--- config.mk ---
export PLATFORM = sky130hd
export DESIGN_NAME = dec_seq_ctrl
export DESIGN_NICKNAME = d
export VERILOG_FILES = /design/src/rtl/dec_seq_ctrl_pkg.sv /design/src/rtl/dec_seq_ctrl_sat_counter.sv /design/src/rtl/dec_seq_ctrl.sv
export SDC_FILE = /design/constraint.sdc
export NUM_CORES = 1
export LEC_CHECK = 0
export ABC_AREA = 1
export BUFFER_PORTS_ARGS = -buffer_cell sky130_fd_sc_hd__buf_2
export CORE_MARGIN = 4
export CORE_UTILIZATION = 45
export CTS_BUF_LIST = sky130_fd_sc_hd__clkbuf_4 sky130_fd_sc_hd__clkbuf_8
export DETAILED_ROUTE_END_ITERATION = 10
export PLACE_DENSITY = 0.75
export SETUP_SLACK_MARGIN = 0.02
export SLEW_MARGIN = 20
export SYNTH_ARGS = -nofsm -noshare
export SYNTH_HDL_FRONTEND = slang
export SYNTH_HIERARCHICAL = 1
export SYNTH_SLANG_ARGS = --single-unit
--- constraint.sdc ---
create_clock -name clk -period 2.45 [get_ports clk]
set_input_delay 0.49 -clock clk [delete_from_list [all_inputs] [get_ports clk]]
set_output_delay 0.49 -clock clk [all_outputs]
set_load 0.02 [all_outputs]
--- src/rtl/dec_seq_ctrl_pkg.sv ---
// Shared types and error-classification codes for the decode sequencing controller.
package dec_ctrl_pkg;

    typedef enum logic [1:0] {
        IDLE = 2'b00,
        WAIT = 2'b01,
        HOLD = 2'b10
    } state_e;

    localparam logic [1:0] ERR_NONE    = 2'b00;
    localparam logic [1:0] ERR_SINGLE  = 2'b01;
    localparam logic [1:0] ERR_DOUBLE  = 2'b10;
    localparam logic [1:0] ERR_ILLEGAL = 2'b11;

    // Both 10 and 11 mean the datapath data bus carries nothing trustworthy.
    function automatic logic is_uncorrectable(input logic [1:0] cls);
        return cls[1];
    endfunction

endpackage

--- src/rtl/dec_seq_ctrl_sat_counter.sv ---
// Saturating up-counter with a synchronous clear that takes priority over increment.
module dec_sat_counter #(
    parameter int WIDTH = 16
) (
    input  logic             clk,
    input  logic             rst,
    input  logic             clr,
    input  logic             inc,
    output logic [WIDTH-1:0] count
);

    logic [WIDTH-1:0] r_count;

    // NOTE: sequential state is written with non-blocking assignments only.
    always_ff @(posedge clk) begin
        if (rst || clr) begin
            r_count <= '0;
        end else if (inc && (r_count != '1)) begin
            r_count <= r_count + WIDTH'(1);
        end
    end

    assign count = r_count;

endmodule

--- src/rtl/dec_seq_ctrl.sv ---
// Sequencer around the combinational decode datapath: holds each codeword for DP_LAT
// cycles, registers the result behind a valid/ready handshake and keeps error statistics.
module dec_seq_ctrl
    import dec_ctrl_pkg::*;
#(
    parameter int DATA_WIDTH = 16,
    parameter int DP_LAT     = 1,
    parameter int CNT_WIDTH  = 16
) (
    input  logic                  clk,
    input  logic                  rst,
    input  logic                  in_valid,
    output logic                  in_ready,
    input  logic [DATA_WIDTH-1:0] in_codeword,
    output logic [DATA_WIDTH-1:0] dp_codeword,
    input  logic [1:0]            dp_num_of_errors,
    input  logic [DATA_WIDTH-1:0] dp_data,
    output logic                  out_valid,
    input  logic                  out_ready,
    output logic [DATA_WIDTH-1:0] data_out,
    output logic [1:0]            num_of_errors,
    input  logic                  clr_counters,
    output logic [CNT_WIDTH-1:0]  cnt_single,
    output logic [CNT_WIDTH-1:0]  cnt_double,
    output logic                  err_illegal
);

    localparam logic [2:0] LAT_LOAD = 3'(DP_LAT - 1);

    state_e                r_state;
    state_e                w_next_state;
    logic [2:0]            r_lat_cnt;
    logic [DATA_WIDTH-1:0] r_dp_codeword;
    logic [DATA_WIDTH-1:0] r_data_out;
    logic [1:0]            r_num_of_errors;
    logic                  r_out_valid;
    logic                  r_err_illegal;

    logic w_in_ready;
    logic w_accept;
    logic w_sample;
    logic w_inc_single;
    logic w_inc_double;

    // NOTE: every always_comb output gets a default first so no path infers a latch.
    always_comb begin
        w_next_state = r_state;
        w_in_ready   = 1'b0;
        w_accept     = 1'b0;
        w_sample     = 1'b0;
        case (r_state)
            IDLE: begin
                w_in_ready = 1'b1;
                if (in_valid) begin
                    w_accept     = 1'b1;
                    w_next_state = WAIT;
                end
            end
            WAIT: begin
                if (r_lat_cnt == 3'd0) begin
                    w_sample     = 1'b1;
                    w_next_state = HOLD;
                end
            end
            HOLD: begin
                // A retiring result frees the slot in the same cycle.
                w_in_ready = out_ready;
                if (out_ready) begin
                    if (in_valid) begin
                        w_accept     = 1'b1;
                        w_next_state = WAIT;
                    end else begin
                        w_next_state = IDLE;
                    end
                end
            end
            default: w_next_state = IDLE;
        endcase
    end

    always_ff @(posedge clk) begin
        if (rst) begin
            r_state <= IDLE;
        end else begin
            r_state <= w_next_state;
        end
    end

    always_ff @(posedge clk) begin
        if (rst) begin
            r_lat_cnt       <= 3'd0;
            r_dp_codeword   <= '0;
            r_data_out      <= '0;
            r_num_of_errors <= ERR_NONE;
            r_out_valid     <= 1'b0;
        end else begin
            if (w_accept) begin
                r_dp_codeword <= in_codeword;
                r_lat_cnt     <= LAT_LOAD;
            end else if ((r_state == WAIT) && (r_lat_cnt != 3'd0)) begin
                r_lat_cnt <= r_lat_cnt - 3'd1;
            end

            // Uncorrectable results register zero so a floating bus is never captured.
            if (w_sample) begin
                r_num_of_errors <= dp_num_of_errors;
                r_data_out      <= is_uncorrectable(dp_num_of_errors) ? '0 : dp_data;
                r_out_valid     <= 1'b1;
            end else if ((r_state == HOLD) && out_ready) begin
                r_out_valid <= 1'b0;
            end
        end
    end

    assign w_inc_single = w_sample && (dp_num_of_errors == ERR_SINGLE);
    assign w_inc_double = w_sample && is_uncorrectable(dp_num_of_errors);

    always_ff @(posedge clk) begin
        if (rst || clr_counters) begin
            r_err_illegal <= 1'b0;
        end else if (w_sample && (dp_num_of_errors == ERR_ILLEGAL)) begin
            r_err_illegal <= 1'b1;
        end
    end

    dec_sat_counter #(
        .WIDTH (CNT_WIDTH)
    ) u_cnt_single (
        .clk   (clk),
        .rst   (rst),
        .clr   (clr_counters),
        .inc   (w_inc_single),
        .count (cnt_single)
    );

    dec_sat_counter #(
        .WIDTH (CNT_WIDTH)
    ) u_cnt_double (
        .clk   (clk),
        .rst   (rst),
        .clr   (clr_counters),
        .inc   (w_inc_double),
        .count (cnt_double)
    );

    assign in_ready      = w_in_ready;
    assign dp_codeword   = r_dp_codeword;
    assign out_valid     = r_out_valid;
    assign data_out      = r_data_out;
    assign num_of_errors = r_num_of_errors;
    assign err_illegal   = r_err_illegal;

endmodule

# Word level (Yosys, flattened, before mapping)
# Index checks and enable logic that the tools add are counted.
[totals]
latchBits = 0
mem_bits_rw = 0
inputBits = 39
reg_bits = 73
elab_cells = 49
output_inout_bits = 69
romBits = 0
n_memories = 0
[classes]
bitwise_logic = 0
n_mul = 0
eq_ne = 9
order_cmp = 0
n_reduce_logical = 14
n_addsub = 3
shift = 0
div = 0
muxes = 14
[ops]
columns = ["op", "n"]
rows = [
  ["$add 16x1->16 const B", 2],
  ["$ne 16x16->1 const B", 2],
  ["$mux 16", 1],
  ["$logic_and 1x1->1", 7],
  ["$mux 1", 7],
  ["$mux 2", 3],
  ["$ne 2x2->1 const B", 3],
  ["$pmux 2 s3", 1],
  ["$eq 2x1->1 const B", 2],
  ["$eq 2x2->1 const B", 2],
  ["$pmux 1 s2", 2],
  ["$logic_not 3->1", 1],
  ["$reduce_and 3->1", 1],
  ["$reduce_bool 3->1", 1],
  ["$sub 3x1->3 const B", 1],
  ["$logic_not 2->1", 1],
  ["$reduce_bool 2->1", 1],
  ["$reduce_or 2->1", 1],
  ["$logic_or 1x1->1", 1],
]

# Logic depth before layout (Yosys ltp)
# Gate-level depths: netlist of the first run.
[depth]
ltp_word = 5
depth_mapped = 15

# Hierarchy
# The synthesis of the first run kept the hierarchy.
[by_module_without_submodules]
columns = ["module", "area_per_inst_um2", "cells_each", "n_inst", "seq_area_each_um2"]
rows = [
  ["dec_seq_ctrl", 2080.7, 321, 1, 820.8],
  ["dec_sat_counter", 950.9, 149, 2, 320.3],
]

# Worst setup path after synthesis of the first run
# Ideal clock, no wire load.
[synth_path]
path_type = "register -> register"
start = "register r_lat_cnt[0]"
end = "register u_cnt_double.r_count[14] (netlist: u_cnt_double/count[14])"
t_arrival_ns = 1.860
setup_time_ns = 0.115
required_time_ns = 2.335
slack_ns = 0.475
path_stages_with_launch = 15
n_path_buf = 1
period_less_slack_ns = 1.975
path_cell_list = "dfxtp_1 > inv_1 > ha_1 > inv_1 > nor2_4 > nand2_2 > buf_6 > nor2_1 > inv_2 > nor2_2 > nand2_1 > nor2_1 > nand3_1 > nand2_1 > nor2_1"
[synth_via]
elab_chain_len = 5
[synth_lines]
columns = ["element", "line", "text"]
rows = [
  ["start: declaration", "dec_seq_ctrl.sv:32", "logic [2:0] r_lat_cnt;"],
  ["start signal: assignment", "dec_seq_ctrl.sv:101", "r_lat_cnt <= r_lat_cnt - 3'd1;"],
  ["$logic_not 3->1", "dec_seq_ctrl.sv:60", "if (r_lat_cnt == 3'd0) begin"],
  ["$mux 1", "dec_seq_ctrl.sv:60", ""],
  ["$mux 1", "dec_seq_ctrl.sv:51", "case (r_state)"],
  ["$logic_and 1x1->1", "dec_seq_ctrl.sv:116", "assign w_inc_double = w_sample && is_uncorrectable(dp_num_of_errors);"],
  ["named net w_inc_double", "dec_seq_ctrl.sv:43", "logic w_inc_double;"],
  ["$logic_and 1x1->1", "dec_seq_ctrl_sat_counter.sv:18", "end else if (inc && (r_count != '1)) begin"],
  ["end signal: assignment", "dec_seq_ctrl_sat_counter.sv:19", "r_count <= r_count + WIDTH'(1);"],
  ["end: declaration", "dec_seq_ctrl_sat_counter.sv:12", "logic [WIDTH-1:0] r_count;"],
]
# The timed path passes the listed nets, and every way through them passes these cells.
# A chain may end at the register's enable or synchronous reset.

# Final worst setup path of the first run
[layout_path]
start = "register r_state[0]"
end = "register u_cnt_single.r_count[12] (netlist: u_cnt_single/count[12])"
[layout_via]
elab_chain_len = 4
[layout_lines]
columns = ["element", "line", "text"]
rows = [
  ["start: declaration", "dec_seq_ctrl.sv:30", "state_e r_state;"],
  ["start signal: assignment", "dec_seq_ctrl.sv:85", "r_state <= w_next_state;"],
  ["$eq 2x1->1", "dec_seq_ctrl.sv:51", ""],
  ["$mux 1", "dec_seq_ctrl.sv:51", ""],
  ["$logic_and 1x1->1", "dec_seq_ctrl.sv:115", "assign w_inc_single = w_sample && (dp_num_of_errors == ERR_SINGLE);"],
  ["named net w_inc_single", "dec_seq_ctrl.sv:42", "logic w_inc_single;"],
  ["$logic_and 1x1->1", "dec_seq_ctrl_sat_counter.sv:18", ""],
  ["end signal: assignment", "dec_seq_ctrl_sat_counter.sv:19", ""],
  ["end: declaration", "dec_seq_ctrl_sat_counter.sv:12", ""],
]
# The timed path passes the listed nets, and every way through them passes these cells.

==> results of run 1 <==
cell usage after synthesis, drive strengths merged:
cell / count
buf: 17
nor2: 124
clkbuf: 2
nand3: 51
nand4: 25
inv: 100
a21oi: 25
dfxtp: 73
nand3b: 1
nand2: 180
clkinv: 4
nor3: 2
a21boi: 2
o21ai: 8
or2: 1
ha: 4
state kept, by name (all words and copies together) (netlist names):
register            count
u_cnt_double/count     16
data_out               16
r_state                 2
num_of_errors           2
dp_codeword            16
u_cnt_single/count     16
r_lat_cnt               3
err_illegal             1
out_valid               1
cells in the final DEF, fill, tap and decap left out:
master,n
nand2_1,169
nor2_1,107
buf_2,107
inv_1,97
dfxtp_1,73
nand3_1,50
a21oi_1,23
nand4_1,23
clkbuf_8,11
nor2_4,10
nand2_2,7
nor2_2,7
buf_4,7
o21ai_0,6
clkinv_1,4
nand2_4,4
ha_1,4
bufinv_16,4
inv_2,3
a21oi_2,2
nand4_2,2
o21ai_2,2
a21boi_1,2
nor3_1,2
nand3_4,1
nand3b_1,1
or2_2,1
clkinv_2,1
cell type report:
cell class / instances / area share
multi-input combinational: 423 / 0.411
tap: 108 / 0.0279
timing repair buffer: 114 / 0.122
inverter: 104 / 0.0807
sequential: 73 / 0.302
clock buffer: 11 / 0.0313
clock inverter: 5 / 0.0259
logic make-up (layout without fill, tap and decap cells):
logic type | count (synthesis) | in the layout | synth area share
adders and majority gates | 4 | 4 | 0.0126
and+or+nand+nor | 384 | 384 | 0.437
buffers and inverters | 123 | 234 | 0.134
DFF | 73 | 73 | 0.367
AOI/OAI and AO/OA | 35 | 35 | 0.0490
metal layers:
layer	GRT usage	part of all wire	vias to the layer above
met2	0.330	0.48	100
met1	0.238	0.45	1859
li1	-	-	2106
met4	0.0767	0.017	0
met5	0	0	-
met3	0.0334	0.054	16
power breakdown:
group | leakage [uW] | switching, uW | internal, uW
combinational | 0.00169 | 274 | 149
clock | 0.000140 | 450 | 834
sequential | 0.000595 | 33.3 | 1240
worst min-delay path, stage by stage:
cell	delay, ps
buf_2	100
or2_2	100
a21oi_1	30
through the flow:
step / cells / hold WS (ps) / setup slack [ps]
finish: 838 / 411 / 303
global route: 838 / 416 / 149
CTS: 838 / 397 / 358
detailed placement: 822 / 451 / 376
global placement: 822 / 445 / 485
floorplan: 619 / 446 / 475
worst paths after layout:
kind,from,endpoint,slack (ps),cells past startpoint
max,r_state[0],u_cnt_single/count[12],300,10
min,clr_counters,err_illegal,410,3
min reg2reg,err_illegal,err_illegal,460,2
max reg2reg,r_state[0],u_cnt_single/count[12],300,10
==> results.cfg, run 1 <==
[critical_path]
critPathRequiredTime_ps = 2730
cpPeakStageDelay_ps = 410
start_kind = flip-flop
crit_chain = inv_2 > nor2_4 > nand2_2 > nor2_1 > inv_2 > nor2_2 > nand2_1 > nor2_1 > o21ai_0 > a21oi_1
slowest_stage = dfxtp_1
path_buf_inv = 2
path_max_fanout = 20
cp.arrival_ps = 2420
crit_type = reg2reg
setup.worst_path.end_class = flip-flop
cpLargestDelayFamily = simple AND/OR/NAND/NOR gates

[floorplanning]
initial_utilization = 0.459
dieHeight_um = 102
dieArea_um2 = 10400
core-area_um2 = 8680
rows = 34
die_x_um = 102
io_pins = 108

[detailed_routing]
dr.pass1.iters = 6
antenna_left = 0
drc = 0
initialDrtViolationCount = 113
wl_per_cell_um = 11.8
wirelength_um = 9880
vias = 4081
via_per_inst = 4.87

[flow_run]
drv_cap = 0

[clock_network]
cts.sinks = 73
cts_root_buf = clkbuf_8
cts_max_path_buffers = 2
ctsHoldBuffers = 0
numCtsBuffers = 9
cts.clk_slew.worst_paths_ps = 70
cts_setup_buffers = 0
cts.htree.levels = 3
cts_tree = done
cts_resized = 0
clock_latency_ps = 350

[yosys]
ys_seq_elements = 73
syn_area_um2 = 3980
synth_largest_area_cell = dfxtp_1
ys_types = 28
synthTopCellsByArea = dfxtp_1 37%, nand2_1 16%, nor2_1 10%
yosys_warnings = 6
synth_top_area_frac = 0.367
syn_nets = 662
ys_seq_area_frac = 0.367
postSynthCellCount = 619
avgSynthCellArea_um2 = 6.43

[sta]
finalCriticalPeriod_ps = 2150
hold_viol = 0
worstMarginPinSlew_ps = 570
period_share = 0.877
finClkSkew_ps = 10.1
rsz0062_at_grt = no
drv_slew = 0
slew-limit-headroom = 0.618
max_freq_mhz = 466
setup_viol = 0
final.setup.tns_ps = 0

[placed_design]
dp_hpwl_um = 7210
gp_congestion = 0.903
io_buffers = 107
place_area_um2 = 4560

[status]
status = complete, no violations

[global_routing]
grt.total_usage = 0.192
grt_pass1_wl_um = 16200
grt_pass1_vias = 3738
antenna_found_initial = 0
grt_remaining_overflow = 0
grt_max_degree = 23

[layout]
post-route-cell-area_um2 = 4840
diodes = 0
nets = 768
multi_input_area_um2 = 1990
drive_gt1_frac = 0.232
syn_to_final_growth_pct = 21.5
final_core_util = 0.558
fillers = 891
regArea_um2 = 1460

[pwr]
ir_drop_mv = 0.325
power.density_nw_per_um2 = 616
power.total_uw = 2980
leakagePower_uw = 0.00242

[worst_hold_path]
holdCritPathClass = in2reg
No activity file was read; power rests on OpenSTA's default activity.
==> run 2, diff against run 1 <==
--- a/config.mk
+++ b/config.mk
@@ -11,7 +11,7 @@
 export CORE_UTILIZATION = 45
 export CTS_BUF_LIST = sky130_fd_sc_hd__clkbuf_4 sky130_fd_sc_hd__clkbuf_8
 export DETAILED_ROUTE_END_ITERATION = 10
-export PLACE_DENSITY = 0.75
+export PLACE_DENSITY = 0.78
 export SETUP_SLACK_MARGIN = 0.02
 export SLEW_MARGIN = 20
 export SYNTH_ARGS = -nofsm -noshare
==> constraint.sdc (replaced) <==
create_clock -name clk -period 1.93 [get_ports clk]
set_input_delay 0.386 -clock clk [delete_from_list [all_inputs] [get_ports clk]]
set_output_delay 0.386 -clock clk [all_outputs]
set_load 0.02 [all_outputs]
==> run 2 against run 1 <==
Critical path type unchanged. Critical path depth grew 3. Final area shrank 0.59%. First-iteration DRC count shrank 19%. Count of clock-buffer cells in the layout shrank 1. Maximum frequency grew 23%.
==> results.cfg, run 2 (same netlist as run 1, synthesis figures left out) <==
[status]
status = complete, no violations

[floorplanning]
dieArea_um2 = 10400
rows = 34
dieHeight_um = 102
io_pins = 108
core-area_um2 = 8680
die_x_um = 102
initial_utilization = 0.459

[critical_path]
cpLargestDelayFamily = simple AND/OR/NAND/NOR gates
path_buf_inv = 3
cpMostUsedCell = nor2_4
setup.worst_path.end_class = flip-flop
cpPeakStageDelay_ps = 330
crit_chain = inv_2 > ha_1 > inv_1 > nor2_4 > nand2_4 > nor2_4 > inv_2 > nor2_4 > nand2_1 > nor2_1 > nand3_1 > nand2_1 > nor2_1
r2r_setup_slack_ps = 180
crit_type = reg2reg
path_max_fanout = 4
cp.arrival_ps = 1970
cp-startpoint = r_lat_cnt[0]
critPathRequiredTime_ps = 2150
start_kind = flip-flop
reg2reg_from = r_lat_cnt[0]
r2r_cells = 13
slowest_stage = dfxtp_1
timing.rr.end = u_cnt_single/count[14]

[detailed_routing]
antenna_left = 0
met2_length_um = 4740
wl_per_cell_um = 11.4
dr.max_layer_used = met4
dr.pass1.iters = 4
m1WireLength_um = 4390
route.met3.wl_um = 425
drc = 0
vias = 4018
via_per_inst = 4.77
initialDrtViolationCount = 92
wirelength_um = 9580

[layout]
layout_common_cells = 169 x nand2_1, 107 x buf_2, 104 x nor2_1, 96 x inv_1, 73 x dfxtp_1
final_common_cell = nand2_1
syn_to_final_growth_pct = 20.8
nets = 774
multi_input_area_um2 = 2020
diodes = 0
regArea_um2 = 1460
fillers = 877
drive_gt1_frac = 0.242

[clock_network]
clock_latency_ps = 330
cts.htree.levels = 3
cts.clk_slew.worst_paths_ps = 80
cts.sinks = 73
numCtsBuffers = 9
cts_max_path_buffers = 2
cts_root_buf = clkbuf_8
ctsHoldBuffers = 0
cts_tree = done

[pwr]
ir_drop_mv = 0.319
power.density_nw_per_um2 = 670
leakagePower_uw = 0.00241

[flow_run]
drv_cap = 0

[sta]
setup_viol = 0
drv_slew = 0
hold_ws_ps = 333
slew-limit-headroom = 0.633
rsz0062_at_grt = no
hold_viol = 0
worstMarginPinSlew_ps = 548
final.setup.tns_ps = 0
finalCriticalPeriod_ps = 1750
period_share = 0.907
max_freq_mhz = 571
finClkSkew_ps = 12.6

[placed_design]
gp_congestion = 0.883
io_buffers = 107
dp_hpwl_um = 7250

[global_routing]
antenna_found_initial = 0
grt_remaining_overflow = 0
grt.total_usage = 0.188
grt_pass1_vias = 3799
grt_max_degree = 21
grt_pass1_wl_um = 16300

[worst_hold_path]
holdCritPathClass = in2reg
hold_path_end = r_state[0]
holdCritStartpoint = rst
whs_path_depth = 2
-- run 2: changes by cell type in the layout (fill, tap and decap cells not counted), sizes merged --
cell,previous run,this run
buf,114,120
bufinv,4,0
clkinv,5,9
clkbuf,11,10
-- run 2: worst max-delay path by stage --
stage | slack, ps | cells after the start | to
after detailed placement | 60 | 13 | u_cnt_single/count[14]
after global routing | 9 | 13 | u_cnt_single/count[10]
final | 180 | 13 | u_cnt_single/count[14]
after global placement | 210 | 13 | u_cnt_single/count[14]
after floorplan | -40 | 14 | u_cnt_double/count[14]
after CTS | 60 | 14 | u_cnt_double/count[10]
-- run 2: cell type report --
class,count,share of cell area
Multi-Input combinational cell,423,0.420
Timing Repair Buffer,120,0.132
Clock inverter,5,0.00676
Sequential cell,73,0.304
Inverter,104,0.0812
Clock buffer,10,0.0286
Tap cell,108,0.0281
-- run 2: what timing repair did --
item | in CTS | in global routing
endpoints found under the hold margin | 0 | 0
pin swaps | 0 | 1
setup buffers | 0 | 0
gates resized for setup | 1 | 8
gates cloned | 0 | 0
setup endpoints to repair | 2 | 13
-- run 2: through the flow --
step	area (um^2)	setup slack, ps	total power (uW)	util	std cells
5_1_grt	4810	8.84	3420	0.554	843
3_3_place_gp	4610	208	2190	0.531	828
4_1_cts	4780	59.0	3260	0.551	843
2_1_floorplan	3980	-45.0	2040	-	619
3_5_place_dp	4610	64.5	2210	0.531	828
6_report	4810	180	3220	0.554	843
-- run 2: routing by layer --
layer	GRT usage	up-vias
met4	0.0585	0
li1	-	2124
met2	0.337	84
met3	0.0321	2
met1	0.230	1808
met5	0	-
-- run 2: power breakdown --
group / total [uW] / internal [uW] / switching, uW
Sequential: 1620 / 1580 / 40.1
Clock: 1050 / 493 / 556
Combinational: 556 / 200 / 356
Total: 3220 / 2270 / 953
